==> config.mk <==
export PLATFORM = sky130hd
export DESIGN_NAME = seg7_scan_driver
export DESIGN_NICKNAME = d
export VERILOG_FILES = /design/src/rtl/seg7_scan_driver.sv
export SDC_FILE = /design/constraint.sdc
export NUM_CORES = 1
export LEC_CHECK = 0
export ABC_AREA = 1
export BUFFER_PORTS_ARGS = -buffer_cell sky130_fd_sc_hd__buf_2
export CAP_MARGIN = 10
export CORE_ASPECT_RATIO = 0.7
export CORE_MARGIN = 4
export CORE_UTILIZATION = 50
export DETAILED_ROUTE_END_ITERATION = 8
export PLACE_DENSITY_LB_ADDON = 0.15
export SYNTH_ARGS = -nofsm -noshare
export SYNTH_HDL_FRONTEND = slang
export SYNTH_SLANG_ARGS = --single-unit
==> constraint.sdc <==
create_clock -name clk -period 5.4 [get_ports clk]
set_input_delay 0.27 -clock clk [delete_from_list [all_inputs] [get_ports clk]]
set_output_delay 0.27 -clock clk [all_outputs]
set_load 0.03 [all_outputs]
==> src/rtl/seg7_scan_driver.sv <==
// rtl/seg7_scan_driver.sv - time-multiplexed 7-segment scan driver with double buffer, blink and LZ blanking
module seg7_scan_driver #(
    parameter int NUM_DIGITS     = 4,
    parameter int SCAN_DIV       = 1000,
    parameter int BLINK_FRAMES   = 64,
    parameter int HEX_MODE       = 0,
    parameter int SEG_ACTIVE_LOW = 1,
    parameter int DIG_ACTIVE_LOW = 1
) (
    input  logic                    clk,
    input  logic                    rst_n,
    input  logic                    enable,
    input  logic                    load,
    input  logic [4*NUM_DIGITS-1:0] digits_in,
    input  logic [NUM_DIGITS-1:0]   dp_in,
    input  logic                    lz_blank,
    input  logic [NUM_DIGITS-1:0]   blink_mask,
    output logic [6:0]              seg,
    output logic                    dp,
    output logic [NUM_DIGITS-1:0]   digit_sel,
    output logic                    frame_done
);

    localparam int IDX_W   = (NUM_DIGITS > 1) ? $clog2(NUM_DIGITS) : 1;
    localparam int PRESC_W = $clog2(SCAN_DIV);
    localparam int BLINK_W = (BLINK_FRAMES > 1) ? $clog2(BLINK_FRAMES) : 1;

    localparam logic [PRESC_W-1:0]    PRESC_LAST = PRESC_W'(SCAN_DIV - 1);
    localparam logic [IDX_W-1:0]      IDX_LAST   = IDX_W'(NUM_DIGITS - 1);
    localparam logic [BLINK_W-1:0]    BLINK_LAST = BLINK_W'(BLINK_FRAMES - 1);
    localparam logic [6:0]            SEG_OFF    = (SEG_ACTIVE_LOW != 0) ? 7'h7F : 7'h00;
    localparam logic                  DP_OFF     = (SEG_ACTIVE_LOW != 0);
    localparam logic [NUM_DIGITS-1:0] SEL_OFF    = (DIG_ACTIVE_LOW != 0) ? {NUM_DIGITS{1'b1}} : {NUM_DIGITS{1'b0}};

    logic [PRESC_W-1:0]      presc_q, presc_d;
    logic [IDX_W-1:0]        idx_q, idx_d;
    logic [4*NUM_DIGITS-1:0] act_digits_q, act_digits_d;
    logic [NUM_DIGITS-1:0]   act_dp_q, act_dp_d;
    logic [4*NUM_DIGITS-1:0] pend_digits_q, pend_digits_d;
    logic [NUM_DIGITS-1:0]   pend_dp_q, pend_dp_d;
    logic                    pend_valid_q, pend_valid_d;
    logic [BLINK_W-1:0]      blink_cnt_q, blink_cnt_d;
    logic                    blink_phase_q, blink_phase_d;
    logic [6:0]              seg_q, seg_d;
    logic                    dp_q, dp_d;
    logic [NUM_DIGITS-1:0]   digit_sel_q, digit_sel_d;
    logic                    frame_done_q, frame_done_d;
    logic                    frame_end;

    // Active-high glyph for one nibble; 10-15 only render in hex mode.
    function automatic logic [6:0] decode(input logic [3:0] v);
        logic [6:0] g;
        case (v)
            4'h0: g = 7'b1111110;
            4'h1: g = 7'b0110000;
            4'h2: g = 7'b1101101;
            4'h3: g = 7'b1111001;
            4'h4: g = 7'b0110011;
            4'h5: g = 7'b1011011;
            4'h6: g = 7'b1011111;
            4'h7: g = 7'b1110000;
            4'h8: g = 7'b1111111;
            4'h9: g = 7'b1111011;
            4'hA: g = 7'b1110111;
            4'hB: g = 7'b0011111;
            4'hC: g = 7'b1001110;
            4'hD: g = 7'b0111101;
            4'hE: g = 7'b1001111;
            default: g = 7'b1000111;
        endcase
        if (HEX_MODE == 0 && v > 4'h9) begin
            g = 7'b0000000;
        end
        return g;
    endfunction

    // Slot prescaler and digit index; frame ends on the last slot's terminal count.
    always_comb begin
        presc_d   = presc_q;
        idx_d     = idx_q;
        frame_end = 1'b0;
        if (presc_q == PRESC_LAST) begin
            presc_d   = '0;
            frame_end = (idx_q == IDX_LAST);
            idx_d     = frame_end ? '0 : idx_q + IDX_W'(1);
        end else begin
            presc_d = presc_q + PRESC_W'(1);
        end
    end

    // Double buffer: loads land in pending; frame end promotes (a coincident load bypasses pending).
    always_comb begin
        pend_digits_d = pend_digits_q;
        pend_dp_d     = pend_dp_q;
        pend_valid_d  = pend_valid_q;
        act_digits_d  = act_digits_q;
        act_dp_d      = act_dp_q;
        if (load) begin
            pend_digits_d = digits_in;
            pend_dp_d     = dp_in;
            pend_valid_d  = 1'b1;
        end
        if (frame_end) begin
            if (load) begin
                act_digits_d = digits_in;
                act_dp_d     = dp_in;
            end else if (pend_valid_q) begin
                act_digits_d = pend_digits_q;
                act_dp_d     = pend_dp_q;
            end
            pend_valid_d = 1'b0;
        end
    end

    // Blink phase flips after every BLINK_FRAMES frame ends.
    always_comb begin
        blink_cnt_d   = blink_cnt_q;
        blink_phase_d = blink_phase_q;
        if (frame_end) begin
            if (blink_cnt_q == BLINK_LAST) begin
                blink_cnt_d   = '0;
                blink_phase_d = ~blink_phase_q;
            end else begin
                blink_cnt_d = blink_cnt_q + BLINK_W'(1);
            end
        end
    end

    // Output pattern for the current slot: LZ blanking, blink, dead time and enable gating.
    always_comb begin
        logic [3:0]            cur_nib;
        logic                  cur_dp;
        logic                  cur_blink;
        logic                  cur_sup;
        logic                  zero_above;
        logic [NUM_DIGITS-1:0] sel_onehot;
        logic [6:0]            pat;
        logic                  lit_dp;
        cur_nib    = 4'h0;
        cur_dp     = 1'b0;
        cur_blink  = 1'b0;
        cur_sup    = 1'b0;
        zero_above = 1'b1;
        sel_onehot = '0;
        for (int i = NUM_DIGITS - 1; i >= 0; i--) begin
            zero_above = zero_above && (act_digits_q[4*i +: 4] == 4'h0);
            if (idx_q == IDX_W'(i)) begin
                cur_nib       = act_digits_q[4*i +: 4];
                cur_dp        = act_dp_q[i];
                cur_blink     = blink_mask[i];
                cur_sup       = lz_blank && (i != 0) && zero_above;
                sel_onehot[i] = 1'b1;
            end
        end
        pat    = decode(cur_nib);
        lit_dp = cur_dp;
        if (blink_phase_q && cur_blink) begin
            pat    = 7'b0000000;
            lit_dp = 1'b0;
        end else if (cur_sup) begin
            pat = 7'b0000000;
        end
        if (!enable || presc_q == '0) begin
            pat    = 7'b0000000;
            lit_dp = 1'b0;
        end
        seg_d        = (SEG_ACTIVE_LOW != 0) ? ~pat : pat;
        dp_d         = (SEG_ACTIVE_LOW != 0) ? ~lit_dp : lit_dp;
        digit_sel_d  = !enable ? SEL_OFF :
                       ((DIG_ACTIVE_LOW != 0) ? ~sel_onehot : sel_onehot);
        frame_done_d = frame_end;
    end

    // State and registered outputs.
    always_ff @(posedge clk) begin
        if (!rst_n) begin
            presc_q       <= '0;
            idx_q         <= '0;
            act_digits_q  <= '0;
            act_dp_q      <= '0;
            pend_digits_q <= '0;
            pend_dp_q     <= '0;
            pend_valid_q  <= 1'b0;
            blink_cnt_q   <= '0;
            blink_phase_q <= 1'b0;
            seg_q         <= SEG_OFF;
            dp_q          <= DP_OFF;
            digit_sel_q   <= SEL_OFF;
            frame_done_q  <= 1'b0;
        end else begin
            presc_q       <= presc_d;
            idx_q         <= idx_d;
            act_digits_q  <= act_digits_d;
            act_dp_q      <= act_dp_d;
            pend_digits_q <= pend_digits_d;
            pend_dp_q     <= pend_dp_d;
            pend_valid_q  <= pend_valid_d;
            blink_cnt_q   <= blink_cnt_d;
            blink_phase_q <= blink_phase_d;
            seg_q         <= seg_d;
            dp_q          <= dp_d;
            digit_sel_q   <= digit_sel_d;
            frame_done_q  <= frame_done_d;
        end
    end

    assign seg        = seg_q;
    assign dp         = dp_q;
    assign digit_sel  = digit_sel_q;
    assign frame_done = frame_done_q;

endmodule

==> results of run 1 <==
-- cell families after synthesis --
| family | count (synthesis) | synth area share, % |
|---|---|---|
| AO/OA/AOI/OAI | 31 | 4.89 |
| XOR/XNOR | 1 | 0.261 |
| adder cells (fa/ha/maj) | 13 | 4.85 |
| buffers and inverters | 53 | 7.20 |
| flip-flops | 73 | 43.6 |
| multiplexers | 20 | 5.97 |
| AND/OR/NAND/NOR | 263 | 33.2 |
-- worst max path at each step --
stage	from	to	slack, ns	cells past startpoint
2_1_floorplan	idx_q[0]$_SDFFE_PN0N_	seg[2]$_SDFF_PN1_	3.47	12
3_3_place_gp	idx_q[0]$_SDFFE_PN0N_	seg[2]$_SDFF_PN1_	3.17	11
3_5_place_dp	idx_q[1]$_SDFFE_PN0N_	seg[3]$_SDFF_PN1_	3.05	14
4_1_cts	idx_q[1]$_SDFFE_PN0N_	seg[4]$_SDFF_PN1_	3.03	14
5_1_grt	idx_q[1]$_SDFFE_PN0N_	seg[2]$_SDFF_PN1_	2.77	14
6_report	idx_q[1]$_SDFFE_PN0N_	seg[4]$_SDFF_PN1_	3.02	14
-- layer usage --
metal	vias up	track usage [%]	share of wire, %
li1	1505	-	-
met1	1222	25.5	55
met2	61	24.0	37
met3	15	6.69	5.5
met4	0	6.86	1.9
met5	-	0	0
-- synth_stat cells, types with 3 or more instances --
cell / n
dfxtp_1: 73
nand2_1: 122
o21ai_0: 8
nand3_1: 20
mux2i_1: 20
inv_1: 36
nand4_1: 4
buf_1: 3
a21oi_1: 18
nor2_1: 96
ha_1: 13
buf_6: 4
buf_2: 5
nor3_1: 7
-- stage by stage --
stage	hold WS [ns]	util [%]	instance area [um2]
global placement	0.466	56.2	3580
floorplan	0.437	-	3350
global route	0.170	59.6	3790
finish	0.173	59.6	3790
CTS	0.166	59.6	3790
detailed placement	0.469	56.2	3580
-- final cells by class --
class                      count  area [um2]  area share, %
sequential                    73        1460           38.5
timing repair buffer          41         205           5.41
inverter                      38         145           3.83
clock buffer                  12         165           4.36
clock inverter                 4        50.0           1.32
multi-input combinational    328        1650           43.5
tap                           91         114           3.00
-- sequential cells by signal, summed over array words and instances (netlist names) --
register / flops
dp: 1
frame_done: 1
pend_valid_q: 1
act_digits_q: 16
pend_digits_q: 16
presc_q: 10
blink_cnt_q: 6
idx_q: 2
digit_sel: 4
act_dp_q: 4
seg: 7
blink_phase_q: 1
pend_dp_q: 4
-- critical path, stage by stage (launching register included) --
cell	delay [ns]
dfxtp_1	0.34
inv_1	0.10
ha_1	0.40
inv_1	0.18
nor2_1	0.12
nor2_1	0.05
nand2_1	0.07
nand2_1	0.11
inv_1	0.17
ha_1	0.18
inv_1	0.05
nand2_1	0.05
a21oi_1	0.07
nor2_2	0.26
o21ai_1	0.11
-- power groups by stage --
stage / registers, mW / logic [mW] / clock network, mW
after floorplan: 0.576 / 0.0369 / 0
after global placement: 0.570 / 0.0643 / 0
after detailed placement: 0.570 / 0.0652 / 0
after CTS: 0.557 / 0.0654 / 0.464
after global routing: 0.559 / 0.0720 / 0.492
final: 0.557 / 0.0644 / 0.456
==> results.yml, run 1 <==
timing:
  final.min_clock_period_ns: 2.38
  rsz0062_at_grt: "false"
  finalSetupViolCount: 0
  relSlewSlack_pct: 51.2
  finClkSkew_ns: 0.0120
  final.setup.tns_ns: 0
  tightest_slew_ns: 0.731
  fmax_mhz: 420
  drv_slew: 0
  setup_ws_ns: 3.02
  hold_violations: 0
  fin_crit_sh_pct: 44.1
cts:
  post-cts-setup-buffers: 0
  cts_inserted_buffers: 9
  root_buffer: "clkbuf_8"
  cts_buffer_depth: 2
  cts_resized: 0
  cts_tree: "yes"
  cts_hold_buffers: 0
  clk_latency_ns: 0.36
  cts_max_level: 3
  clkSinkCount: 73
  clk_pin_slew_ns: 0.08
layout:
  nets: 533
  diodes: 0
  area_growth_pct: 13.1
  layout_common_cells: "122 x nand2_1, 96 x nor2_1, 73 x dfxtp_1, 41 x buf_2, 36 x inv_1"
  nFillCells: 644
  drive_above_1_share_pct: 13.9
  instances_no_fill: 587
  mostFrequentLayoutCell: "nand2_1"
synthesis:
  yosysUniqueCellTypes: 31
  syn_avg_cell_area_um2: 7.39
  ys_seq_area_share_pct: 43.6
  syn-cell-area_um2: 3350
  synthArstFlopShare_pct: 0
  synth_edf_count: 0
  netlist.area_leader.share_pct: 43.6
  yosysWarnings: 0
  yosys_register_bits: 73
  synth.area.top_cells: "dfxtp_1 44%, nand2_1 14%, nor2_1 11%"
  post-synth-top-area-cell: "dfxtp_1"
  syn_inst: 454
  syn_nets: 496
  synth_flop_cell: "dfxtp_1"
worst_hold_path:
  worstHoldStart: "dp_in[0]"
  worstHoldPathCells: 3
  holdPathEnd: "pend_dp_q[0]$_SDFFE_PN0P_"
  hold_class: "in2reg"
placed_design:
  io_buffers: 41
  dp_slack_ns: 3.05
  dp.cells: 571
  hpwlAfterDp_mm: 5.08
  globalplace.congestion: 0.922
power_and_ir_drop:
  ir_drop_mv: 0.180
  p_clk_share_pct: 42.3
  p_leak_nw: 1.75
  switching_share_pct: 23.2
  p_int_uw: 827
  power_switching_uw: 251
  power.density_nw_per_um2: 284
  combPwrFrac_pct: 6.0
  pwr-share-seq_pct: 51.7
  finalPower_mw: 1.08
setup_path:
  regToRegStartpoint: "idx_q[1]$_SDFFE_PN0N_"
  r2r_setup_slack_ns: 3.02
  timing.rr.end: "seg[4]$_SDFF_PN1_"
  required_ns: 5.63
  cp-start-kind: "flop"
  r2r_cells: 14
  worst-setup-path-type: "reg2reg"
  crit_path_end_kind: "flop"
  arrival_ns: 2.61
  cp_max_fo: 11
die:
  rows: 24
  core_um2: 6370
  dieWidth_um: 106
  ios: 42
  start_util_pct: 52.7
  die_h_um: 76.5
  die-area_um2: 8100
detailed_routing:
  wire_per_inst_um: 11.7
  via_count: 2803
  first_pass_iters: 4
  detail-route-antenna-nets: 0
  wl_mm: 6.89
  routed_via_density: 4.78
  drc: 0
  first_iter_violations: 108
global_routing:
  antenna_found_initial: 0
  grt_pass1_vias: 2524
  grt_overflow: 0
  grt_max_degree: 41
  grt_pass1_wl_mm: 11.6
  grt_usage_pct: 17.8
flow_run:
  cap_violations: 0
outcome:
  status: "finished clean"
Note: power is estimated with default switching activity, not from simulation.
==> run 2: changes to the inputs <==
--- a/config.mk
+++ b/config.mk
@@ -5,7 +5,7 @@
 export SDC_FILE = /design/constraint.sdc
 export NUM_CORES = 1
 export LEC_CHECK = 0
-export ABC_AREA = 1
+export ABC_AREA = 0
 export BUFFER_PORTS_ARGS = -buffer_cell sky130_fd_sc_hd__buf_2
 export CAP_MARGIN = 10
 export CORE_ASPECT_RATIO = 0.7
==> constraint.sdc (replaced) <==
create_clock -name clk -period 2.25 [get_ports clk]
set_input_delay 0.1125 -clock clk [delete_from_list [all_inputs] [get_ports clk]]
set_output_delay 0.1125 -clock clk [all_outputs]
set_load 0.03 [all_outputs]
==> run 2 against run 1 <==
Compared with the run above:
- largest power group unchanged
- flip-flop and latch count stayed put
- wire length is 0.80% higher
- total power is 150% higher
- sequential share of layout area is 2.6 points lower
- the run now ends with setup timing left
- final area is 7.9% higher
- via count is 9.8% lower
- clock-buffer cell count is 1 lower
- synthesized cell count is 25% lower
- register-to-register slack worse by 3.0 ns
- combinational power is 140% higher
- critical endpoint is now seg[5]$_SDFF_PN1_
==> results.yml, run 2 <==
outcome:
  status: "finished with violations"
  violations: "setup timing"
synthesis:
  synthArstFlopShare_pct: 0
  yosys_register_bits: 73
  netlist.area_leader.share_pct: 44.3
  synth.most_common_cell: "dfxtp_1"
  synth_flop_cell: "dfxtp_1"
  ys_top_cells_by_count: "73 x dfxtp_1, 36 x nand2_1, 27 x mux2i_1"
  synth_fa_ha_area_share_pct: 4.93
  syn_inst: 341
  yosysWarnings: 0
  synth.area.top_cells: "dfxtp_1 44%, mux2i_1 8.2%, o211a_1 6.1%"
  synthMuxAreaShare_pct: 8.54
  ys_seq_area_share_pct: 44.3
  synthSimpleGateAreaFrac_pct: 20.3
  syn_avg_cell_area_um2: 9.67
  syn-cell-area_um2: 3300
  synth_edf_count: 0
  yosysUniqueCellTypes: 46
  synth-compound-area-share_pct: 14.7
  synthXorXnorAreaFrac_pct: 2.66
  synth_top_family_by_area: "simple AND/OR/NAND/NOR gates"
  post-synth-top-area-cell: "dfxtp_1"
  syn_nets: 383
die:
  core_um2: 6310
  die_h_um: 76.0
  die-area_um2: 7980
  rows: 24
  dieWidth_um: 105
  ios: 42
  start_util_pct: 52.3
placed_design:
  hpwlAfterDp_mm: 4.85
  globalplace.congestion: 0.848
  io_buffers: 41
  dp_slack_ns: -0.0938
layout:
  mostFrequentLayoutCell: "dfxtp_1"
  layout_common_cells: "71 x dfxtp_1, 41 x buf_2, 36 x nand2_1, 29 x buf_4, 27 x mux2i_1"
  nets: 444
  area_growth_pct: 24.0
  drive_above_1_share_pct: 27.0
  nFillCells: 545
  top_regs: "act_digits_q x16, pend_digits_q x16, presc_q x10"
  diodes: 0
global_routing:
  grt_pass1_vias: 2447
  grt_pass1_wl_mm: 11.5
  grt_usage_pct: 18.0
  grt_max_degree: 41
  grt_overflow: 0
  antenna_found_initial: 0
cts:
  clk_pin_slew_ns: 0.07
  cts_tree: "yes"
  root_buffer: "clkbuf_8"
  cts_inserted_buffers: 9
  clkSinkCount: 73
  clk_latency_ns: 0.34
  cts_buffer_depth: 2
  cts_max_level: 3
power_and_ir_drop:
  p_leak_nw: 1.91
  power.density_nw_per_um2: 647
  ir_drop_mv: 0.386
timing:
  rsz0062_at_grt: "true"
  drv_slew: 0
  tightest_slew_ns: 0.630
  fin_crit_sh_pct: 101
  relSlewSlack_pct: 57.6
  finClkSkew_ns: 0.00709
  hold_violations: 0
  setup_ws_ns: -0.0144
  final.min_clock_period_ns: 2.26
  fmax_mhz: 442
  finalSetupViolCount: 2
  final.setup.tns_ns: -0.0183
setup_path:
  required_ns: 2.46
  cp_max_fo: 7
  arrival_ns: 2.48
  cp-start-kind: "flop"
  worst-setup-path-type: "reg2reg"
  crit_path_end_kind: "flop"
detailed_routing:
  first_iter_violations: 67
  routed_via_density: 5.21
  drc: 0
  via_count: 2529
  first_pass_iters: 4
  wire_per_inst_um: 14.3
  detail-route-antenna-nets: 0
  wl_mm: 6.94
flow_run:
  cap_violations: 0
worst_hold_path:
  hold_class: "in2reg"
[run 2: cell types whose count changed in the layout (fill, tap and decap cells not counted), moves of 7 or more]
cell / previous run / this run
nor2b_1: 0 / 25
buf_4: 0 / 29
nand2_1: 122 / 36
o211a_1: 0 / 20
inv_1: 36 / 9
mux2i_1: 20 / 27
a21oi_1: 18 / 4
nor2_1: 96 / 10
[run 2: cell type report]
class / count / area (um2) / share of cell area, %
clock buffer: 11 / 151 / 3.70
sequential: 73 / 1470 / 35.9
multi-input combinational: 233 / 1790 / 43.7
tap: 78 / 97.6 / 2.39
timing repair buffer: 72 / 453 / 11.1
inverter: 13 / 53.8 / 1.32
clock inverter: 5 / 77.6 / 1.90
[run 2: path summary, 6_finish.rpt]
check | to | depth (start not counted) | slack [ns] | startpoint
max | seg[5]$_SDFF_PN1_ | 10 | -0.01 | idx_q[0]$_SDFFE_PN0N_
min | pend_digits_q[7]$_SDFFE_PN0P_ | 3 | 0.06 | digits_in[7]
max reg2reg | seg[5]$_SDFF_PN1_ | 10 | -0.01 | idx_q[0]$_SDFFE_PN0N_
min reg2reg | blink_phase_q$_SDFFE_PN0P_ | 2 | 0.48 | blink_phase_q$_SDFFE_PN0P_
[run 2: report_power, final]
part / switching, mW / internal (mW) / total [mW] / leakage, nW
clock: 0.473 / 0.681 / 1.15 / 0.115
combinational: 0.0890 / 0.0683 / 0.157 / 1.20
sequential: 0.0129 / 1.32 / 1.34 / 0.596
total: 0.575 / 2.07 / 2.65 / 1.91
[run 2: cell families after synthesis]
| group | Yosys count |
|---|---|
| muxes | 28 |
| xor gates and xnor gates | 10 |
| and+or+nand+nor | 125 |
| DFF | 73 |
| AOI/OAI and AO/OA | 57 |
| adders and majority gates | 13 |
| buffers and inverters | 35 |
[run 2: metrics by stage]
stage               area [um2]  hold WS [ns]  total power [mW]  std cells  utilization (%)
finish                    4090        0.0565              2.65        485             64.8
global route              4090        0.0530              2.75        485             64.8
CTS                       4020        0.0380              2.67        482             63.8
detailed placement        3720         0.345              1.52        461             59.0
global placement          3720         0.354              1.52        461             59.0
floorplan                 3350         0.184              1.47        341                -
[run 2: critical path: stages (launching register included)]
cell      delay (ns)
dfxtp_4         0.39
inv_4           0.05
ha_4            0.17
nand3b_1        0.15
a221o_1         0.34
inv_2           0.09
ha_4            0.13
nor2_2          0.03
o21a_1          0.20
a311oi_4        0.42
o221ai_2        0.15
[run 2: routing by layer]
metal / vias to the layer above / GRT usage, % / wire length [um]
met5: - / 0 / 0
met4: 0 / 7.73 / 149
met3: 13 / 5.26 / 310
met2: 54 / 26.7 / 2970
met1: 1156 / 24.3 / 3520
li1: 1306 / - / -
[run 2: timing repair]
| action | 4_1_cts | 5_1_grt |
|---|---|---|
| hold endpoints to repair | 1 | 0 |
| pin swaps | 2 | 5 |
| setup buffers | 4 | 3 |
| gates cloned | 0 | 0 |
| endpoints found under the setup margin | 7 | 7 |
| gates resized for setup | 5 | 12 |
| hold buffers | 1 | 0 |
==> run 3: changes to the inputs <==
--- a/config.mk
+++ b/config.mk
@@ -10,9 +10,9 @@
 export CAP_MARGIN = 10
 export CORE_ASPECT_RATIO = 0.7
 export CORE_MARGIN = 4
-export CORE_UTILIZATION = 50
+export CORE_UTILIZATION = 57
 export DETAILED_ROUTE_END_ITERATION = 8
-export PLACE_DENSITY_LB_ADDON = 0.15
+export PLACE_DENSITY = 0.87
 export SYNTH_ARGS = -nofsm -noshare
 export SYNTH_HDL_FRONTEND = slang
 export SYNTH_SLANG_ARGS = --single-unit
==> constraint.sdc (replaced) <==
create_clock -name clk -period 2.25 [get_ports clk]
set_input_delay 0.3375 -clock clk [delete_from_list [all_inputs] [get_ports clk]]
set_output_delay 0.3375 -clock clk [all_outputs]
set_load 0.03 [all_outputs]
==> run 3 against run 2 <==
Compared with the run above:
- final area decreased by 1.5%
- global-route usage increased by 2.9 points
- die area decreased by 11%
- the flow still finishes with violations (setup timing)
- register-to-register slack got worse by 0.03 ns
- utilization increased by 9.4 points
- critical endpoint unchanged
- flip-flop and latch count unchanged
- non-clock buffer count decreased by 6
- combinational power about the same
==> results.yml, run 3 (same netlist as run 2, synthesis figures left out) <==
outcome:
  status: "finished with violations"
  violations: "setup timing"
setup_path:
  path_cells: "buf_6, ha_4, nor3b_2, a221o_1, inv_2, ha_4, nor2_2, o21a_1, a311oi_4, o221ai_2"
  cpLargestDelayFamily: "compound AO/OA/AOI/OAI gates"
  cp_common_cell: "ha_4"
  crit_slowest_cell: "a311oi_4"
  cpPeakStageDelay_ns: 0.41
  required_ns: 2.47
  cp-start-kind: "flop"
  path_buf_inv: 2
  crit_path_end_kind: "flop"
  worst-setup-path-type: "reg2reg"
  arrival_ns: 2.52
  cp_max_fo: 8
die:
  ios: 42
  die-area_um2: 7090
  dieWidth_um: 98.9
  core_um2: 5420
  start_util_pct: 60.8
  rows: 22
  die_h_um: 71.6
timing:
  holdWs_ns: 0.212
  finClkSkew_ns: 0.00804
  final.min_clock_period_ns: 2.30
  fmax_mhz: 436
  fin_crit_sh_pct: 102
  relSlewSlack_pct: 61.2
  hold_violations: 0
  setup_ws_ns: -0.0453
  rsz0062_at_grt: "true"
  drv_slew: 0
  finalSetupViolCount: 6
  final.setup.tns_ns: -0.156
  tightest_slew_ns: 0.582
power_and_ir_drop:
  p_leak_nw: 1.89
  power.density_nw_per_um2: 679
  ir_drop_mv: 0.535
cts:
  cts_inserted_buffers: 9
  root_buffer: "clkbuf_8"
  clk_latency_ns: 0.36
  cts_max_level: 3
  clk_pin_slew_ns: 0.08
  cts_tree: "yes"
  cts_hold_buffers: 0
  cts_buffer_depth: 2
  clkSinkCount: 73
placed_design:
  io_buffers: 41
  globalplace.congestion: 0.897
  dpl-instance-area_um2: 3700
  dp.cells: 453
  dp_slack_ns: -0.0654
  hpwlAfterDp_mm: 4.85
layout:
  mostFrequentLayoutCell: "dfxtp_1"
  top_regs: "act_digits_q x16, pend_digits_q x16, presc_q x10"
  instances_no_fill: 473
  layout_common_cells: "71 x dfxtp_1, 41 x buf_2, 36 x nand2_1, 27 x mux2i_1, 25 x nor2b_1"
  drive_above_1_share_pct: 25.7
  nets: 438
  diodes: 0
  final_area_um2: 4030
  area_growth_pct: 22.1
global_routing:
  grt_max_degree: 41
  grt_overflow: 0
  grt_pass1_wl_mm: 11.8
  grt_pass1_vias: 2479
  antenna_found_initial: 0
  grt_usage_pct: 20.8
detailed_routing:
  via_count: 2550
  wl_mm: 6.93
  first_pass_iters: 4
  first_iter_violations: 163
  drc: 0
  wire_per_inst_um: 14.7
  routed_via_density: 5.39
  detail-route-antenna-nets: 0
worst_hold_path:
  hold_class: "in2reg"
flow_run:
  cap_violations: 0
[run 3: per-layer routing]
layer  up-vias  routed length (um)  global-route usage (%)
met1      1190                3330                    27.6
met5         -                   0                       0
met2        53                3100                    31.8
li1       1294                   -                       -
met3        13                 362                    5.45
met4         0                 142                    9.70
[run 3: area by class of cell]
type,instances,area [um2]
timing repair buffer,66,409
clock buffer,11,141
sequential,73,1470
multi-input combinational,233,1770
clock inverter,5,103
tap,72,90.1
fill,403,1400
inverter,13,51.3
[run 3: repair_timing]
item / CTS / global route
gates cloned: 0 / 0
gates resized for setup: 3 / 12
setup endpoints to repair: 7 / 7
setup buffers: 2 / 2
pin swaps: 3 / 3
[run 3: final timing paths]
path,startpoint,cells after the start,end,slack (ns)
max,idx_q[0]$_SDFFE_PN0N_,10,seg[5]$_SDFF_PN1_,-0.05
max reg2reg,idx_q[0]$_SDFFE_PN0N_,10,seg[5]$_SDFF_PN1_,-0.05
min,enable,2,digit_sel[3]$_SDFF_PN1_,0.21
min reg2reg,presc_q[0]$_SDFF_PP0_,1,presc_q[0]$_SDFF_PP0_,0.46
[run 3: per-stage QoR]
step                utilization, %  total power [mW]
floorplan                        -              1.47
detailed placement            68.2              1.53
CTS                           73.3              2.76
finish                        74.3              2.74
global route                  74.3              2.83
global placement              68.2              1.52
[run 3: power by group]
group	internal, mW	leakage (nW)	switching, mW
registers	1.32	0.596	0.0134
logic	0.0680	1.17	0.0887
clock network	0.765	0.120	0.477
